[src/rtl/timer_scheduler.sv]
// Round-robin scheduler sharing one one-shot compare timer between N_CH requesters.
// Grants a request, drives clear/arm/enable of the timer and reports done/aborted per channel.
module timer_scheduler #(
    parameter int N_CH  = 4,
    parameter int WIDTH = 16,
    localparam int IDW  = $clog2(N_CH)
) (
    input  logic                    clk,
    input  logic                    rst,
    input  logic [N_CH-1:0]         req_valid,
    input  logic [N_CH*WIDTH-1:0]   req_delay,
    output logic [N_CH-1:0]         req_ack,
    input  logic [N_CH-1:0]         cancel,
    output logic [N_CH-1:0]         done,
    output logic [N_CH-1:0]         aborted,
    output logic                    busy,
    output logic [IDW-1:0]          active_id,
    output logic                    timer_enable,
    output logic                    timer_clear,
    output logic [WIDTH-1:0]        timer_compare,
    input  logic                    timer_irq
);

    typedef enum logic [2:0] {
        S_IDLE,
        S_ARM,
        S_RUN,
        S_DONE,
        S_FLUSH
    } state_t;

    state_t              r_state;
    logic [IDW-1:0]      r_rr_ptr;
    logic [N_CH-1:0]     r_ack;
    logic [N_CH-1:0]     r_done;
    logic [N_CH-1:0]     r_aborted;
    logic                r_busy;
    logic [IDW-1:0]      r_active_id;
    logic                r_enable;
    logic                r_clear;
    logic [WIDTH-1:0]    r_compare;

    state_t              w_state_nxt;
    logic [IDW-1:0]      w_rr_nxt;
    logic [N_CH-1:0]     w_ack_nxt;
    logic [N_CH-1:0]     w_done_nxt;
    logic [N_CH-1:0]     w_aborted_nxt;
    logic [IDW-1:0]      w_id_nxt;
    logic                w_enable_nxt;
    logic                w_clear_nxt;
    logic [WIDTH-1:0]    w_compare_nxt;
    logic                w_found;
    logic [IDW-1:0]      w_win;
    logic [IDW-1:0]      w_cand;
    logic                w_cancel_act;

    // Round-robin search: first pending channel at or above rr_ptr, wrapping modulo N_CH.
    always_comb begin
        w_found = 1'b0;
        w_win   = '0;
        w_cand  = '0;
        for (int k = 0; k < N_CH; k++) begin
            w_cand = IDW'((int'(r_rr_ptr) + k) % N_CH);
            if (!w_found && req_valid[w_cand]) begin
                w_found = 1'b1;
                w_win   = w_cand;
            end
        end
    end

    assign w_cancel_act = cancel[r_active_id];

    always_comb begin
        w_state_nxt   = r_state;
        w_rr_nxt      = r_rr_ptr;
        w_ack_nxt     = '0;
        w_done_nxt    = '0;
        w_aborted_nxt = '0;
        w_id_nxt      = r_active_id;
        w_enable_nxt  = 1'b0;
        w_clear_nxt   = 1'b0;
        w_compare_nxt = r_compare;
        case (r_state)
            S_IDLE: begin
                if (w_found) begin
                    w_state_nxt       = S_ARM;
                    w_ack_nxt[w_win]  = 1'b1;
                    w_id_nxt          = w_win;
                    w_compare_nxt     = req_delay[int'(w_win)*WIDTH +: WIDTH];
                    w_clear_nxt       = 1'b1;
                    if (int'(w_win) == N_CH - 1) begin
                        w_rr_nxt = '0;
                    end else begin
                        w_rr_nxt = w_win + IDW'(1);
                    end
                end
            end
            S_ARM: begin
                if (w_cancel_act) begin
                    w_state_nxt                = S_FLUSH;
                    w_aborted_nxt[r_active_id] = 1'b1;
                    w_clear_nxt                = 1'b1;
                end else begin
                    w_state_nxt  = S_RUN;
                    w_enable_nxt = 1'b1;
                end
            end
            S_RUN: begin
                // Expiry takes priority over a same-cycle cancel.
                if (timer_irq) begin
                    w_state_nxt             = S_DONE;
                    w_done_nxt[r_active_id] = 1'b1;
                    w_clear_nxt             = 1'b1;
                end else if (w_cancel_act) begin
                    w_state_nxt                = S_FLUSH;
                    w_aborted_nxt[r_active_id] = 1'b1;
                    w_clear_nxt                = 1'b1;
                end else begin
                    w_enable_nxt = 1'b1;
                end
            end
            S_DONE:  w_state_nxt = S_IDLE;
            S_FLUSH: w_state_nxt = S_IDLE;
            default: w_state_nxt = S_IDLE;
        endcase
    end

    // Outputs are registered from the next-state decode so they line up with the state.
    always_ff @(posedge clk or posedge rst) begin
        if (rst) begin
            r_state     <= S_IDLE;
            r_rr_ptr    <= '0;
            r_ack       <= '0;
            r_done      <= '0;
            r_aborted   <= '0;
            r_busy      <= 1'b0;
            r_active_id <= '0;
            r_enable    <= 1'b0;
            r_clear     <= 1'b0;
            r_compare   <= '0;
        end else begin
            r_state     <= w_state_nxt;
            r_rr_ptr    <= w_rr_nxt;
            r_ack       <= w_ack_nxt;
            r_done      <= w_done_nxt;
            r_aborted   <= w_aborted_nxt;
            r_busy      <= (w_state_nxt != S_IDLE);
            r_active_id <= w_id_nxt;
            r_enable    <= w_enable_nxt;
            r_clear     <= w_clear_nxt;
            r_compare   <= w_compare_nxt;
        end
    end

    assign req_ack       = r_ack;
    assign done          = r_done;
    assign aborted       = r_aborted;
    assign busy          = r_busy;
    assign active_id     = r_active_id;
    assign timer_enable  = r_enable;
    assign timer_clear   = r_clear;
    assign timer_compare = r_compare;

endmodule

[config.mk]
export PLATFORM = sky130hd
export DESIGN_NAME = timer_scheduler
export DESIGN_NICKNAME = d
export VERILOG_FILES = /design/src/rtl/timer_scheduler.sv
export SDC_FILE = /design/constraint.sdc
export NUM_CORES = 1
export LEC_CHECK = 0
export CELL_PAD_IN_SITES_DETAIL_PLACEMENT = 1
export CELL_PAD_IN_SITES_GLOBAL_PLACEMENT = 1
export CORE_MARGIN = 2
export CORE_UTILIZATION = 30
export DETAILED_ROUTE_END_ITERATION = 8
export DONT_BUFFER_PORTS = 1
export GPL_TIMING_DRIVEN = 0
export PLACE_DENSITY = 0.7
export SLEW_MARGIN = 25
export SYNTH_ARGS = -nofsm -noshare
export SYNTH_HDL_FRONTEND = slang
export SYNTH_SLANG_ARGS = --single-unit
[constraint.sdc]
create_clock -name clk -period 1.7 [get_ports clk]
set_input_delay 0.17 -clock clk [delete_from_list [all_inputs] [get_ports clk]]
set_output_delay 0.17 -clock clk [all_outputs]
set_load 0.005 [all_outputs]
Yosys cells after proc, flatten, opt, wreduce, memory -nomap -nowiden
Index checks and enable logic that the tools add are counted.
Widths: inputs -> output; s select.
{"block": "classes", "n_addsub": 4, "n_lt_le_gt_ge": 8, "n_eq_ne": 3, "shifts": 1, "mux": 42, "reduce_logical": 11}
{"cell": "$shiftx 64x7->16", "count": 1}
{"cell": "$mux 4", "count": 6}
{"cell": "$lt 2x3->1 const B", "count": 6}
{"cell": "$mux 1", "count": 16}
{"cell": "$mux 3", "count": 4}
{"cell": "$bmux 1 s2", "count": 5}
{"cell": "$mux 2", "count": 5}
{"cell": "$pmux 3 s3", "count": 1}
{"cell": "$pmux 4 s2", "count": 1}
{"cell": "$logic_and 1x1->1", "count": 5}
{"cell": "$add 2x1->2 const B", "count": 2}
{"cell": "$add 2x2->2 const B", "count": 2}
{"cell": "$demux 1 s2", "count": 2}
{"cell": "$ge 2x1->1 const B", "count": 2}
{"cell": "$eq 3x1->1 const B", "count": 1}
{"cell": "$eq 3x2->1 const B", "count": 1}
{"cell": "$logic_not 1->1", "count": 3}
{"cell": "$logic_not 3->1", "count": 1}
{"cell": "$pmux 1 s3", "count": 1}
{"cell": "$reduce_bool 3->1", "count": 1}
{"cell": "$eq 2x1->1 const B", "count": 1}
{"cell": "$pmux 1 s2", "count": 1}
{"cell": "$reduce_and 2->1", "count": 1}
{"block": "word_totals", "reg_bits": 38, "output_inout_bits": 33, "elab_cells": 79}

Logic depth before layout (Yosys ltp)
Gate-level depths: netlist (run 1).
{"block": "logic_depth", "word_depth": 18, "ltp_mapped": 7}

Worst setup path after synthesis (run 1)
No wires, ideal clock.
{"block": "synth_timing", "path_kind": "register -> register", "startpoint": "reg r_state[0]", "endpoint": "reg r_compare[0], in the netlist timer_compare[0]", "setup_time_ns": 0.131, "t_arrival_ns": 1.477, "t_required_ns": 1.569, "path_slack_ns": 0.091, "stages_incl_launch_ff": 7, "n_path_buf": 3, "period_less_slack_ns": 1.609, "path_cell_list": "dfrtp_1 -> clkbuf_1 -> or4_4 -> buf_2 -> buf_2 -> nand2_1 -> o211ai_1"}
{"block": "synth_between", "elab_chain_len": 2}
{"element": "start, declared", "line": "32", "rtl": "state_t r_state;"}
{"element": "start signal, assigned", "line": "142", "rtl": "r_state <= w_state_nxt;"}
{"element": "$logic_not 3->1", "line": "83", "rtl": "case (r_state)"}
{"element": "$reduce_and 2->1 (no line)"}
{"element": "end signal, assigned", "line": "151", "rtl": "r_compare <= w_compare_nxt;"}
{"element": "end, declared", "line": "41", "rtl": "logic [WIDTH-1:0] r_compare;"}
Every way passes these cells.
A chain may end at the register's enable or synchronous reset.

Worst setup path in the final report (run 1)
{"block": "layout_timing", "startpoint": "reg r_rr_ptr[1]", "endpoint": "reg r_compare[5], in the netlist timer_compare[5]"}
{"block": "layout_between", "elab_chain_len": 13}
{"element": "start, declared", "line": "33", "rtl": "logic [IDW-1:0] r_rr_ptr;"}
{"element": "start signal, assigned", "line": "143", "rtl": "r_rr_ptr <= w_rr_nxt;"}
{"element": "parallel branches: the longest is 11 deep, another holds $add 2x1->2"}
{"element": "$mux 2 (*)", "line": "64", "rtl": "if (!w_found && req_valid[w_cand]) begin"}
{"element": "named net w_win[0]", "line": "53", "rtl": "logic [IDW-1:0] w_win;"}
{"element": "$shiftx 64x7->16 (*)", "line": "89", "rtl": "w_compare_nxt = req_delay[int'(w_win)*WIDTH +: WIDTH];"}
Mark *: on every way through the listed nets, which the timed path passes. The select of a mux whose other input is x is not followed.

==> flow_summary.json, run 1 <==
{
  "status": "complete, but fails checks",
  "violations": "negative setup slack",
  "gp_congestion": 0.744,
  "grt_usage_pct": 17.9,
  "setup_viol": 12,
  "io_buffer_count": 0,
  "vias": 1774,
  "num_rows": 30,
  "drv_cap": 0,
  "grt_pass1_vias": 1890,
  "cts.sinks": 38,
  "slowest_stage": "dfrtp_2",
  "cts_buffers": 5,
  "ys_ff_latch": 38,
  "syn_nets": 290,
  "fin_nets": 311,
  "synth-warning-count": 0,
  "die_x_um": 87.4,
  "leakage_nw": 1.15,
  "total_power_w": 0.00517,
  "critical_path_class": "reg -> reg",
  "syn-cell-area_mm2": 0.00209,
  "timing.final.crit_share_pct": 102,
  "fin_crit_ns": 1.74,
  "end_kind": "register",
  "worst_pin_slew_ns": 0.502,
  "start_util_pct": 30.9,
  "dp_hpwl_um": 4560,
  "io_pins": 108,
  "crit_path_start_kind": "register",
  "setup_ws_ns": -0.0385,
  "skew_ns": 0.00676,
  "yosysSeqAreaShare_pct": 45.5,
  "drt_iter0_markers": 61,
  "wl_um": 6760,
  "drc_errors": 0,
  "cp_data_required_time_ns": 1.86,
  "worst_hold_path_type": "in -> reg",
  "maxSlewViolCount": 0,
  "clk_pin_slew_ns": 0.07,
  "die_height_um": 87.4,
  "insertedDiodeCount": 0,
  "core_mm2": 0.00676,
  "cts.htree.levels": 2,
  "holdWs_ns": 0.0909,
  "via_per_inst": 5.67,
  "dieArea_mm2": 0.00764,
  "insertion_delay_ns": 0.29,
  "powerDensity_mw_per_mm2": 1890,
  "path_cells": "nand2b_4 -> a21oi_4 -> buf_4 -> nor2_4 -> clkinv_4 -> buf_12 -> a211oi_1 -> a211oi_1",
  "avgSynthCellArea_um2": 9.90,
  "antenna_found_initial": 0,
  "critical_path.most_common_cell": "a211oi_1",
  "vdd_drop_max_v": 0.000492,
  "crit_fanout": 6,
  "grt_max_degree": 26,
  "cts_tree": "yes",
  "rsz0062_at_grt": "true",
  "ys.flop_type": "dfrtp_1",
  "cp_data_arrival_time_ns": 1.90,
  "antenna_left": 0,
  "max_freq_ghz": 0.575,
  "synth_cell_type_count": 35,
  "drive_gt1_share_pct": 29.6,
  "cts_root_buffer": "clkbuf_8",
  "slowest_delay_ns": 0.48,
  "async_flop_share_pct": 100,
  "grt-ovfl-total": 0,
  "drt-pass1-iter-count": 4,
  "grt_pass1_wl_um": 10300,
  "synth-edff-count": 0,
  "wl_per_cell_um": 21.6,
  "clk_path_buf_depth": 2,
  "syn_to_final_growth_pct": 30.8,
  "slew_headroom_pct": 66.2,
  "hold_viol_final": 0,
  "syn_inst": 211
}
report_power, final:
group | internal (W) | leakage [nW] | switching (W)
clock network | 0.000436 | 0.0504 | 0.000341
registers | 0.00129 | 0.474 | 0.000380
logic | 0.00132 | 0.629 | 0.00140
total | 0.00305 | 1.15 | 0.00213
worst max-delay path, delay by kind of cell (launching register included):
family / cells / cell delay [ns]
buffers and inverters: 3 / 0.41
flip-flops: 1 / 0.48
AO/OA/AOI/OAI: 3 / 0.37
AND/OR/NAND/NOR: 2 / 0.33
state kept, by name, summed over array words and instances (netlist names):
signal	count
aborted	4
active_id	2
busy	1
done	4
r_rr_ptr	2
r_state	3
req_ack	4
timer_clear	1
timer_compare	16
timer_enable	1
what timing repair did:
item,in CTS,in global routing
hold buffers,1,0
setup buffers,9,2
gates resized for setup,35,31
endpoints found under the hold margin,13,0
setup endpoints to repair,23,18
gates cloned,1,2
pin swaps,7,10
stage by stage:
| step | cell area, um2 | util, % | setup WS (ns) | setup TNS [ns] | cells |
|---|---|---|---|---|---|
| 2_1_floorplan | 2090 | - | 0.0912 | 0 | 211 |
| 3_3_place_gp | 2190 | 32.4 | -0.259 | -3.18 | 291 |
| 3_5_place_dp | 2210 | 32.7 | -0.321 | -4.12 | 292 |
| 4_1_cts | 2570 | 38.0 | 0.00370 | 0 | 309 |
| 5_1_grt | 2730 | 40.4 | -0.130 | -1.66 | 313 |
| 6_report | 2730 | 40.4 | -0.0385 | -0.197 | 313 |
metal layers:
metal | up-vias | part of all wire [%] | global-route usage (%)
met5 | - | 0 | 0
met4 | 0 | 1.7 | 5.45
met3 | 10 | 8.6 | 6.92
met2 | 89 | 49 | 30.0
met1 | 867 | 40 | 21.1
li1 | 808 | - | -
kinds of logic (layout without fill, tap and decap cells):
family | after synthesis | after routing | share of synthesized area [%]
and+or+nand+nor | 73 | 73 | 17.0
AOI/OAI and AO/OA | 58 | 58 | 20.3
DFF | 38 | 38 | 45.5
buffers and inverters | 19 | 41 | 5.15
muxes | 18 | 18 | 9.23
adders and majority gates | 4 | 4 | 2.40
xor gates and xnor gates | 1 | 1 | 0.419
worst paths after layout:
kind / start / slack [ns] / cells past startpoint / end
worst max-delay path: r_rr_ptr[1] / -0.04 / 8 / timer_compare[5]
max in group asynchronous: rst / 0.93 / 3 / r_rr_ptr[1]
worst min register to register: timer_compare[14] / 0.54 / 2 / timer_compare[14]
worst min-delay path: req_delay[1] / 0.09 / 2 / timer_compare[1]
min in group asynchronous: rst / 0.30 / 2 / timer_compare[9]
worst max register to register: r_rr_ptr[1] / -0.04 / 8 / timer_compare[5]
Yosys cell counts (2+ instances only):
cell | count | area [um2]
a211o_1 | 12 | 105
a211oi_1 | 10 | 75.1
a21o_1 | 3 | 22.5
a21oi_1 | 4 | 20.0
and2_1 | 4 | 25.0
and3_1 | 4 | 25.0
buf_2 | 10 | 50.1
clkbuf_1 | 2 | 7.51
dfrtp_1 | 38 | 951
ha_1 | 4 | 50.1
inv_1 | 3 | 11.3
inv_2 | 2 | 7.51
mux2i_1 | 17 | 170
nand2_1 | 19 | 71.3
nand2b_1 | 5 | 31.3
nand3_1 | 13 | 65.1
nor2_1 | 17 | 63.8
nor3_1 | 3 | 15.0
nor3b_1 | 2 | 15.0
nor4_1 | 2 | 12.5
o211ai_1 | 12 | 90.1
o21ai_0 | 12 | 60.1
placed cells by master, fill, tap and decap left out, types with 3 or more instances in the layout:
| master | n |
|---|---|
| mux2i_1 | 15 |
| dfrtp_1 | 33 |
| and3_1 | 3 |
| buf_6 | 6 |
| a21oi_1 | 3 |
| nor2_1 | 15 |
| nand2b_1 | 4 |
| dfrtp_2 | 5 |
| nand3_1 | 12 |
| nand2_1 | 19 |
| buf_12 | 4 |
| buf_4 | 13 |
| a211o_1 | 12 |
| a211oi_1 | 6 |
| o21ai_0 | 11 |
| clkbuf_8 | 5 |
| o211ai_1 | 12 |
layout make-up:
| cell class | count | area [um2] |
|---|---|---|
| plain buffers | 12 | 144 |
| clock buffers | 5 | 68.8 |
| clock inverters | 3 | 45.0 |
| fillers | 755 | 4030 |
| inverters | 5 | 26.3 |
| multi-input cells | 154 | 1210 |
| flip-flops and latches | 38 | 957 |
| well taps | 80 | 100 |
| repair buffers | 16 | 176 |
Note: power is estimated with default switching activity, not from simulation.
==> run 2: changes to the inputs <==
CTS_CLUSTER_DIAMETER = 40   (was not set)
==> results of run 2 <==
Final layout, timing and power as in run 1 (identical DEF).
==> RTL change 1 (flow settings as in run 1) <==
Encoding of `state_t`: now one-hot (5 bits for 5 states).
--- a/src/rtl/timer_scheduler.sv
+++ b/src/rtl/timer_scheduler.sv
@@ -23,8 +23,8 @@
 
-    typedef enum logic [2:0] {
-        S_IDLE,
-        S_ARM,
-        S_RUN,
-        S_DONE,
-        S_FLUSH
+    typedef enum logic [4:0] {
+        S_IDLE  = 5'b00001,
+        S_ARM   = 5'b00010,
+        S_RUN   = 5'b00100,
+        S_DONE  = 5'b01000,
+        S_FLUSH = 5'b10000
     } state_t;
Function: no difference found for any inputs over 4 cycles, from zero or initial values and one cycle with rst high; so few cycles prove little.
==> RTL change 1 against run 1 <==
The flow still finishes with violations (setup timing). Design area grew 3.7%. Clock power up 4.0%. Maximum frequency down 15%. Setup slack got worse by 0.31 ns. Hold slack got worse by 0.069 ns. Sequential power decreased by 4%. Routed wire length shrank 2.6%. Sequential cell count is 2 higher. Total power rose by 1.6%. Combinational power rose by 5%. Final cell count grew 5.1%. Area after synthesis grew 3.2%. Largest power group unchanged.
==> RTL change 1: results (changes against run 1) <==
Setup TNS Final=-6.06 ns (-5.86 ns); gr usage total=16.9% (-1.0 points); critical path's largest stage delay=0.55 ns (+0.07 ns); critical path's slowest cell=dfstp_2; Fin. Hold Viols=0 (unchanged); crit path from=r_state[0]; drt total wl=6.58 mm (-2.6%); CP arrival=2.24 ns (+0.34 ns); Cells after DPL=300 (+2.7%); DR vias/cell=5.43 (-4.2%); status=finished with violations; GP Congestion=0.725 (-2.4%); dominant cells by area after synthesis=dfrtp_1 (45%), a211oi_1 (4.9%), a221o_1 (4.2%); DR iter-0 viols=31 (-49%); Post-DP HPWL=4.64 mm (+1.7%); Worst Path Max Fanout=5 (-1); vias in the first global route=1883 (-0.37%); clk_skew=0.00965 ns (+0.00288 ns); Worst Hold Depth=1 (-1); slew margin rel.=67.4% (+1.2 points); first-pass GRT wire length=9.96 mm (-3.3%); synthesized area per cell=10.6 um^2 (+7.2%); worst setup margin=-0.353 ns (-0.314 ns); CTS resizes=36 (+2.9%); non-filler cells, final=329 (+5.1%); Net Count, Synth=282 (-2.8%); dpl cell area=2350 um^2 (+6.2%); Peak supply drop=0.809 mV (+64%); Leak=1.23 nW (+6.7%); final-layout fill cell count=744 (-1.5%); sequential-to-total area share from yosys stat=46.5% (+0.98 points); violated checks=setup timing; commonest cells in the synthesized netlist=dfrtp_1 (39), nor2_1 (16), a211oi_1 (14); Detailed Routing Iterations Pass 1=4 (unchanged); pin count of the biggest net entering global routing=26 (unchanged); Post-CTS Setup Bufs=14 (+5); Distinct cells, synth=41 (+17%); layout cell share with drive strength beyond 1=37.8% (+8.2 points); Final setup violation count=25 (+13); clock sink count=40 (+5.3%); pre-CTS setup slack=-0.605 ns (-0.284 ns)
[RTL change 1: cell count changes after synthesis, moves of 7 or more]
cell      change
buf_2         -7
o31ai_1       +8
and4_1        +8
mux2_2        +7
nand3_1      -12
a211o_1      -11
mux2i_1      -10
o21ai_0       -9
a221o_1       +9
nand4_1       +9
nand2_1      -12
o211ai_1     -11
[RTL change 1: metal layers]
metal  part of all wire [%]  up-vias  track usage [%]
met1                     40      884             21.5
met3                    7.2       11             4.38
met2                     51       72             28.2
li1                       -      819                -
met4                    1.8        0             4.96
met5                      0        -                0
[RTL change 1: cells by family after synthesis]
kind of cell               count (synthesis)  share of synthesized area, %
AOI/OAI and AO/OA                         52                          17.8
adders and majority gates                  4                          2.32
buffers and inverters                     20                          4.53
DFF                                       40                          46.5
muxes                                     17                          9.35
and+or+nand+nor                           70                          19.5
[RTL change 1: path summary, 6_finish.rpt]
path / end / slack [ns]
setup / recovery: timer_compare[6] / -0.35
hold / removal: aborted[0] / 0.02
setup reg to reg: timer_compare[6] / -0.35
hold reg to reg: timer_compare[2] / 0.56
max in group asynchronous: r_state[0] / 0.87
min in group asynchronous: timer_compare[12] / 0.30
[RTL change 1: area by class of cell]
type / instances / area [um^2] / area share, %
sequential: 40 / 1000 / 35.5
inverter: 6 / 32.5 / 1.15
multi-input combinational: 143 / 1190 / 42.2
buffer: 14 / 143 / 5.04
timing repair buffer: 22 / 223 / 7.86
tap: 96 / 120 / 4.24
clock inverter: 3 / 46.3 / 1.63
clock buffer: 5 / 68.8 / 2.43
[RTL change 1: report_power, final]
group	internal (mW)	total [mW]	switching, mW	leakage [nW]
registers	1.32	1.60	0.276	0.502
logic	1.47	2.85	1.37	0.672
clock network	0.442	0.809	0.367	0.0548
==> RTL change 2 (settings of run 1) <==
Made on the original files. Change the parameter `N_CH` from 4 to 2.
--- a/src/rtl/timer_scheduler.sv
+++ b/src/rtl/timer_scheduler.sv
@@ -3,3 +3,3 @@
 module timer_scheduler #(
-    parameter int N_CH  = 4,
+    parameter int N_CH  = 2,
     parameter int WIDTH = 16,
Ports: changed (7 resized); port bits go from 108 to 65. The function was not compared with the original's and may differ.
==> RTL change 2 against run 1 <==
Maximum frequency rose by 9.6%. Area after synthesis fell by 35%. Routed wire length fell by 49%. Final cell count fell by 41%. Design area fell by 42%. First-iteration DRC count fell by 62%. Count of clock-buffer cells in the layout rose by 3. Total power fell by 39%. Combinational power fell by 56%. Sequential cell count fell by 8. Setup slack improved by 0.15 ns. Sequential share of layout area rose by 12 points.
==> RTL change 2: results (changes against run 1) <==
Tcrit/Tclk final=93.3% (-9.0 points); Sw Share=35.3% (-5.8 points); WL/cell=18.6 um (-14%); R2R setup slack=0.11 ns (+0.15 ns); critical path's slowest cell=or3_4; pre-CTS setup slack=0.0503 ns (+0.371 ns); layout cell share with drive strength beyond 1=18.9% (-11 points); DR iter-0 viols=23 (-62%); final-layout fill cell count=496 (-34%); family with the most delay on the worst path=simple AND/OR/NAND/NOR gates; Max clock buf depth=2 (unchanged); Ys Warns=0 (unchanged); # port buffers=0 (unchanged); Top FF cell, synth=dfrtp_1; Num CTS Buffers=5 (unchanged); Detailed Routing Iterations Pass 1=2 (-2); status=complete, no violations; Post-DP HPWL=2.52 mm (-45%); sequential-to-total area share from yosys stat=55.0% (+9.5 points); worst min-delay path class=input pin to flop; pin count of the biggest net entering global routing=31 (+19%); Post-CTS Setup Bufs=0 (-9); vias in the first global route=1133 (-40%); Distinct cells, synth=28 (-20%); n_diodes=0 (unchanged); Peak supply drop=0.523 mV (+6.3%); Skew-Pair Late Insertion Delay=0.28 ns; critical path's largest stage delay=0.38 ns (-0.10 ns); clk_skew=0.00546 ns (-0.00131 ns); clk slew on worst S/H paths=0.07 ns (about the same); first-pass GRT wire length=5.75 mm (-44%); max reg flops=16 (unchanged); commonest cells in the synthesized netlist=dfrtp_1 (30), nand2_1 (19), a221o_1 (16), nor3_1 (16), buf_2 (5); Worst Path Max Fanout=10 (+4); antenna violations before repair=0 (unchanged); slew margin rel.=57.6% (-8.7 points); CP arrival=1.81 ns (-0.09 ns); Leak=0.696 nW (-40%); final net count=170 (-45%); dominant cells by area after synthesis=dfrtp_1 (55%), a221o_1 (12%), nor3_1 (5.9%); Net Count, Synth=161 (-44%); CTS H-tree lvls=2 (unchanged); GP Congestion=0.708 (-4.8%); CTS Root Cell=clkbuf_8; DR vias=1020 (-43%); asr flop ratio synth=100% (unchanged); gr usage total=15.0% (-2.9 points)
-- RTL change 2: path summary, 6_finish.rpt --
check / start / end / cells after the start
min in group asynchronous: rst / timer_compare[5] / 2
min reg2reg: timer_compare[7] / timer_compare[7] / 1
max reg2reg: r_state[2] / timer_compare[7] / 6
max in group asynchronous: rst / timer_compare[13] / 2
max: r_state[2] / timer_compare[7] / 6
min: req_delay[9] / timer_compare[9] / 1
-- RTL change 2: layer usage --
layer	vias to the layer above	GRT usage, %	share of wire (%)
met5	-	0	0
met4	0	6.92	2.0
met3	8	4.78	7.9
met2	46	25.8	51
met1	509	16.8	39
li1	457	-	-
-- RTL change 2: cell type report --
type                            instances  area, um^2  area share (%)
Buffer                                 11        90.1            5.69
Tap cell                               52        65.1            4.11
Clock buffer                            8         110            6.95
Inverter                                2        7.51           0.474
Timing Repair Buffer                    2        20.0            1.26
Multi-Input combinational cell         79         541            34.1
Sequential cell                        30         751            47.4
-- RTL change 2: logic make-up after synthesis --
kind of cell           synth area share, %
multiplexers                         0.733
AND/OR/NAND/NOR                       21.5
AO/OA/AOI/OAI                         16.0
flip-flops                            55.0
buffers and inverters                 6.78
-- RTL change 2: metrics by stage --
step	utilization (%)	hold WS [ns]	std cells	instance area, um^2
2_1_floorplan	-	0.261	122	1370
4_1_cts	35.8	0.0261	184	1560
3_3_place_gp	32.8	0.287	174	1430
5_1_grt	36.4	0.0266	184	1580
3_5_place_dp	32.8	0.182	174	1430
6_report	36.4	0.0318	184	1580
-- RTL change 2: repair_timing --
item                                    in CTS  in global routing
endpoints found under the setup margin       0                  9
resized for setup                            0                  6
endpoints found under the hold margin       31                  0
hold buffers                                 2                  0
-- RTL change 2: power by group through the flow --
| stage | clock network, mW | registers [mW] | logic [mW] |
|---|---|---|---|
| floorplan | 0 | 1.21 | 0.938 |
| global placement | 0 | 1.27 | 1.10 |
| detailed placement | 0 | 1.29 | 1.17 |
| CTS | 0.692 | 1.28 | 1.18 |
| global route | 0.730 | 1.32 | 1.35 |
| finish | 0.672 | 1.27 | 1.19 |
